===== src/rtl/mfcc_melbank_reader.sv =====
// Streams a burst of melbank ROM coefficients out over a valid/ready port.
// Optional macro MELBANK_CHKSUM_EN adds a running checksum output.
module mfcc_melbank_reader #(
   parameter int ADDR_WIDTH = 9,
   parameter int DATA_WIDTH = 8,
   parameter int RD_LATENCY = 1
) (
   input  logic                  clk,
   input  logic                  rst,
   input  logic                  start,
   input  logic [ADDR_WIDTH-1:0] base_addr,
   input  logic [ADDR_WIDTH:0]   burst_len,
   output logic [ADDR_WIDTH-1:0] rom_addr,
   input  logic [DATA_WIDTH-1:0] rom_rd_data,
   output logic [DATA_WIDTH-1:0] coef_data,
   output logic                  coef_valid,
   input  logic                  coef_ready,
   output logic                  coef_last,
   output logic                  busy,
`ifdef MELBANK_CHKSUM_EN
   output logic [DATA_WIDTH-1:0] chksum,
`endif
   output logic                  done
);

   localparam int DEPTH = RD_LATENCY + 1;
   localparam int PW    = (DEPTH > 1) ? $clog2(DEPTH) : 1;
   localparam int CW    = $clog2(DEPTH + 1);

   typedef enum logic [1:0] {IDLE, FETCH, DRAIN} state_t;

   state_t                state;
   logic [ADDR_WIDTH-1:0] addr;
   logic [ADDR_WIDTH:0]   issue_left;
   logic [ADDR_WIDTH:0]   pop_left;
   logic                  done_q;

   logic [RD_LATENCY:1]   vld_pipe;
   logic [DATA_WIDTH-1:0] mem [DEPTH];
   logic [PW-1:0]         wr_ptr;
   logic [PW-1:0]         rd_ptr;
   logic [CW-1:0]         count;

   logic                  push;
   logic                  pop;
   logic                  issue;
   logic [CW-1:0]         inflight;
   logic [CW:0]           occ;

   assign push = vld_pipe[RD_LATENCY];
   assign pop  = (count != '0) && coef_ready;

   // The word leaving this cycle frees its slot, which keeps the stream at one
   // word per clock while still guaranteeing every in-flight read has room.
   always_comb begin
      inflight = '0;
      for (int i = 1; i <= RD_LATENCY; i++)
         inflight = inflight + CW'(vld_pipe[i]);
      occ   = {1'b0, inflight} + {1'b0, count} - (CW+1)'(pop);
      issue = (state == FETCH) && (occ < (CW+1)'(DEPTH));
   end

   assign rom_addr   = addr;
   assign coef_data  = mem[rd_ptr];
   assign coef_valid = (count != '0);
   assign coef_last  = coef_valid && (pop_left == (ADDR_WIDTH+1)'(1));
   assign busy       = (state != IDLE);
   assign done       = done_q;

   always_ff @(posedge clk or posedge rst) begin
      if (rst) begin
         state      <= IDLE;
         addr       <= '0;
         issue_left <= '0;
         pop_left   <= '0;
         done_q     <= 1'b0;
      end else begin
         done_q <= 1'b0;
         case (state)
            IDLE: begin
               if (start) begin
                  if (burst_len == '0) begin
                     done_q <= 1'b1;
                  end else begin
                     state      <= FETCH;
                     addr       <= base_addr;
                     issue_left <= burst_len;
                     pop_left   <= burst_len;
                  end
               end
            end
            FETCH: begin
               if (issue) begin
                  addr       <= addr + 1'b1;
                  issue_left <= issue_left - 1'b1;
                  if (issue_left == (ADDR_WIDTH+1)'(1))
                     state <= DRAIN;
               end
            end
            default: ;
         endcase
         // The last word can only leave after every address is out, i.e. in DRAIN.
         if (pop) begin
            pop_left <= pop_left - 1'b1;
            if (pop_left == (ADDR_WIDTH+1)'(1)) begin
               state  <= IDLE;
               done_q <= 1'b1;
            end
         end
      end
   end

   always_ff @(posedge clk or posedge rst) begin
      if (rst) begin
         vld_pipe <= '0;
         wr_ptr   <= '0;
         rd_ptr   <= '0;
         count    <= '0;
         for (int i = 0; i < DEPTH; i++)
            mem[i] <= '0;
      end else begin
         vld_pipe[1] <= issue;
         for (int i = RD_LATENCY; i > 1; i--)
            vld_pipe[i] <= vld_pipe[i-1];
         if (push) begin
            mem[wr_ptr] <= rom_rd_data;
            wr_ptr      <= (wr_ptr == PW'(DEPTH-1)) ? '0 : wr_ptr + 1'b1;
         end
         if (pop)
            rd_ptr <= (rd_ptr == PW'(DEPTH-1)) ? '0 : rd_ptr + 1'b1;
         count <= count + CW'(push) - CW'(pop);
      end
   end

`ifdef MELBANK_CHKSUM_EN
   logic [DATA_WIDTH-1:0] sum_q;

   always_ff @(posedge clk or posedge rst) begin
      if (rst)
         sum_q <= '0;
      else if (state == IDLE && start)
         sum_q <= '0;
      else if (pop)
         sum_q <= sum_q + coef_data;
   end

   assign chksum = sum_q;
`endif

endmodule


===== config.mk =====
export PLATFORM = sky130hd
export DESIGN_NAME = mfcc_melbank_reader
export DESIGN_NICKNAME = d
export VERILOG_FILES = /design/src/rtl/mfcc_melbank_reader.sv
export SDC_FILE = /design/constraint.sdc
export NUM_CORES = 1
export LEC_CHECK = 0
export CORE_UTILIZATION = 57
export CTS_CLUSTER_SIZE = 8
export DETAILED_ROUTE_END_ITERATION = 8
export GPL_TIMING_DRIVEN = 0
export HOLD_SLACK_MARGIN = 0.02
export PLACE_DENSITY = 0.85
export SYNTH_ARGS = -nofsm -noshare
export SYNTH_HDL_FRONTEND = slang
export SYNTH_SLANG_ARGS = --single-unit

===== constraint.sdc =====
create_clock -name clk -period 4.61 [get_ports clk]
set_clock_uncertainty 0.1 [all_clocks]
set_input_delay 0.922 -clock clk [delete_from_list [all_inputs] [get_ports clk]]
set_output_delay 0.922 -clock clk [all_outputs]
set_load 0.01 [all_outputs]

==> impl_metrics.tcl <==
set metrics [dict create \
    synth_cells 304 \
    die_w_um 74.1 \
    post_drt_wl_per_cell_um 17.3 \
    viasPerCell 6.11 \
    power.leakage_nw 1.49 \
    vias 2632 \
    synth-edff-count 0 \
    cts.path.max_buffers 2 \
    synth-seq-cells 53 \
    crit_fanout 10 \
    crit_type "in -> reg" \
    tightest_slew_ns 0.703 \
    reg2reg_depth 13 \
    overflow 0 \
    drtIter0Drc 251 \
    setup_ws_ns 1.07 \
    hold_viol 0 \
    yosysSeqAreaShare 0.447 \
    grtUsageTotal 0.288 \
    rows 25 \
    path_buf_inv 5 \
    synth_cell_types 56 \
    drive_gt1_frac 0.137 \
    min_path_cells 2 \
    clock_latency_ns 0.32 \
    cts_resized 0 \
    power_mw 2.05 \
    synth_top_area_frac 0.447 \
    syn2layout_area_growth_pct 23.9 \
    cp_top_family "buffers and inverters" \
    synth_commonest_cells "dfrtp_1, nand2_1, nor2_1" \
    ant_nets 0 \
    drv_cap 0 \
    fin_nets 401 \
    path_common_cell "nand2_1" \
    crit_required_ns 4.71 \
    htreeDepth 2 \
    hpwl_um 5530 \
    die_area_mm2 0.00549 \
    layout_min_cycle_time_ns 3.54 \
    period_share 0.767 \
    antenna_cells 0 \
    rsz0062_at_grt "false" \
    slew_violations 0 \
    slowest_stage "fa_1" \
    cp.depth 13 \
    setup_viol 0 \
    wirelength_um 7450 \
    start_util 0.612 \
    ys_warn_count 0 \
    die_h_um 74.1 \
    yosysTopAreaCell "dfrtp_1" \
    cts_tree "yes" \
    crit_arrival_ns 3.63 \
    final_util 0.758 \
    status "finished clean" \
    cpPeakStageDelay_ns 0.46 \
    powerDensity_mw_per_mm2 559 \
    grt_first_pass_wirelength_um 11800 \
    grt_max_degree 41 \
    avgSynthCellArea_um2 9.75 \
    relSlewSlack 0.527 \
    clkTransAtPathRegs_ns 0.11 \
    pin_count 52 \
    end_kind "flop" \
    layout.cells.non_filler 431 \
    holdCritPathClass "reg -> reg" \
    dpl_cell_area_mm2 0.00358 \
    fmax_ghz 0.283 \
    grt_antenna_before_repair 0 \
    cts_hold_buf 0 \
    syn_nets 342 \
    path_cells "clkdlybuf4s50_1 > nand2_1 > clkbuf_1 > nand2_1 > nand2_1 > ha_1 > fa_1 > or3_1 > buf_6 > clkinv_8 > buf_6 > o22ai_1 > o2bb2ai_1" \
    worst_ir_drop_vdd_v 0.000280 \
    cts_buffers 5 \
    dp_cells 423 \
    hold_slack_ns 0.392 \
    core_area_mm2 0.00485 \
    place_ws_ns 0.774 \
    finalSetupTns_ns 0 \
    final_area_mm2 0.00367 \
    gp_congestion 0.945 \
    grt_pass1_vias 2443 \
    post_cts_buffers 0 \
    critPathLaunchType "input pin" \
    yosysMostFrequentCell "dfrtp_1" \
    cts_root_buffer "clkbuf_8" \
    drc 0 \
    async_flop_share 1.00 \
    ys.flop_type "dfrtp_1" \
    firstDrtPassIters 5 \
    clock-sinks 53 \
    syn_area_mm2 0.00297 \
    portBuffers 51 \
    yosys-top-cells-area "dfrtp_1, mux2_2, nand2_1" \
]
-- final timing paths --
kind | startpoint | endpoint | slack, ns
min in group asynchronous | rst | rom_addr[6]$_DFFE_PP0P_ | 0.76
setup reg to reg | count[1]$_DFF_PP0_ | issue_left[2]$_DFFE_PP0P_ | 1.36
hold / removal | mem[9]$_DFFE_PP0P_ | mem[9]$_DFFE_PP0P_ | 0.39
hold reg to reg | mem[9]$_DFFE_PP0P_ | mem[9]$_DFFE_PP0P_ | 0.39
setup / recovery | coef_ready | issue_left[2]$_DFFE_PP0P_ | 1.07
max in group asynchronous | rst | pop_left[3]$_DFFE_PP0P_ | 3.13
-- worst reg2reg max path, cell delays in order, from the launching register on --
cell and delay (ns):
dfrtp_1 0.43, or2_2 0.33, nand2_1 0.11, clkbuf_1 0.36
nand2_1 0.10, nand2_1 0.08, ha_1 0.15, fa_1 0.46
or3_1 0.42, buf_6 0.17, clkinv_8 0.07, buf_6 0.14
o22ai_1 0.09, o2bb2ai_1 0.15
-- report_power, final --
part           switching (mW)  leakage, nW  internal, mW
Combinational           0.442        0.813         0.486
Clock                   0.168       0.0447         0.110
Sequential              0.186        0.628         0.662
-- routing by layer --
metal,share of wire,up-vias,track usage
met5,0,-,0
met4,0.017,0,0.111
met3,0.067,13,0.0515
met2,0.49,106,0.468
met1,0.43,1282,0.387
li1,-,1231,-
-- flip-flops by register name, summed over array words and instances (netlist names) --
| signal | flops |
|---|---|
| issue_left | 10 |
| done | 1 |
| state | 2 |
| rd_ptr | 1 |
| count | 2 |
| wr_ptr | 1 |
| push | 1 |
| mem | 16 |
| rom_addr | 9 |
| pop_left | 10 |
-- logic make-up (layout without fill, tap and decap cells) --
| logic type | after synthesis | count (layout) | synth area share |
|---|---|---|---|
| multiplexers | 16 | 16 | 0.0608 |
| adder cells (fa/ha/maj) | 7 | 7 | 0.0321 |
| flip-flops | 53 | 53 | 0.447 |
| XOR/XNOR | 3 | 3 | 0.00886 |
| buffers and inverters | 29 | 89 | 0.0527 |
| AO/OA/AOI/OAI | 81 | 81 | 0.198 |
| AND/OR/NAND/NOR | 115 | 115 | 0.200 |
-- placed cells by master (no fill, tap or decap), types with 3 or more instances in the layout --
cell type and count:
nand4_1 5, nor3_1 8, nor2_1 18, mux2_2 16, nand2_1 45, ha_1 6, a31o_2 3, nand2b_1 3
clkdlybuf4s50_1 51, nor2b_1 3, o22ai_1 8, or3_1 4, o21ai_0 10, o211ai_1 4, clkbuf_1 10, a31oi_1 5
o2bb2ai_1 10, inv_1 11, dfrtp_1 53, a2bb2oi_1 4, a22oi_1 5, clkbuf_8 5, a21oi_1 14, nor4_2 4
nand3_1 10, o221ai_1 3, buf_6 4
-- layout make-up --
type / instances / area (um^2)
clock inverter: 3 / 25.0
inverter: 13 / 61.3
multi-input combinational: 222 / 1480
sequential: 53 / 1330
tap: 67 / 83.8
fill: 333 / 1170
clock buffer: 5 / 68.8
timing repair buffer: 52 / 531
buffer: 16 / 95.1
Note: power is estimated with default switching activity, not from simulation.
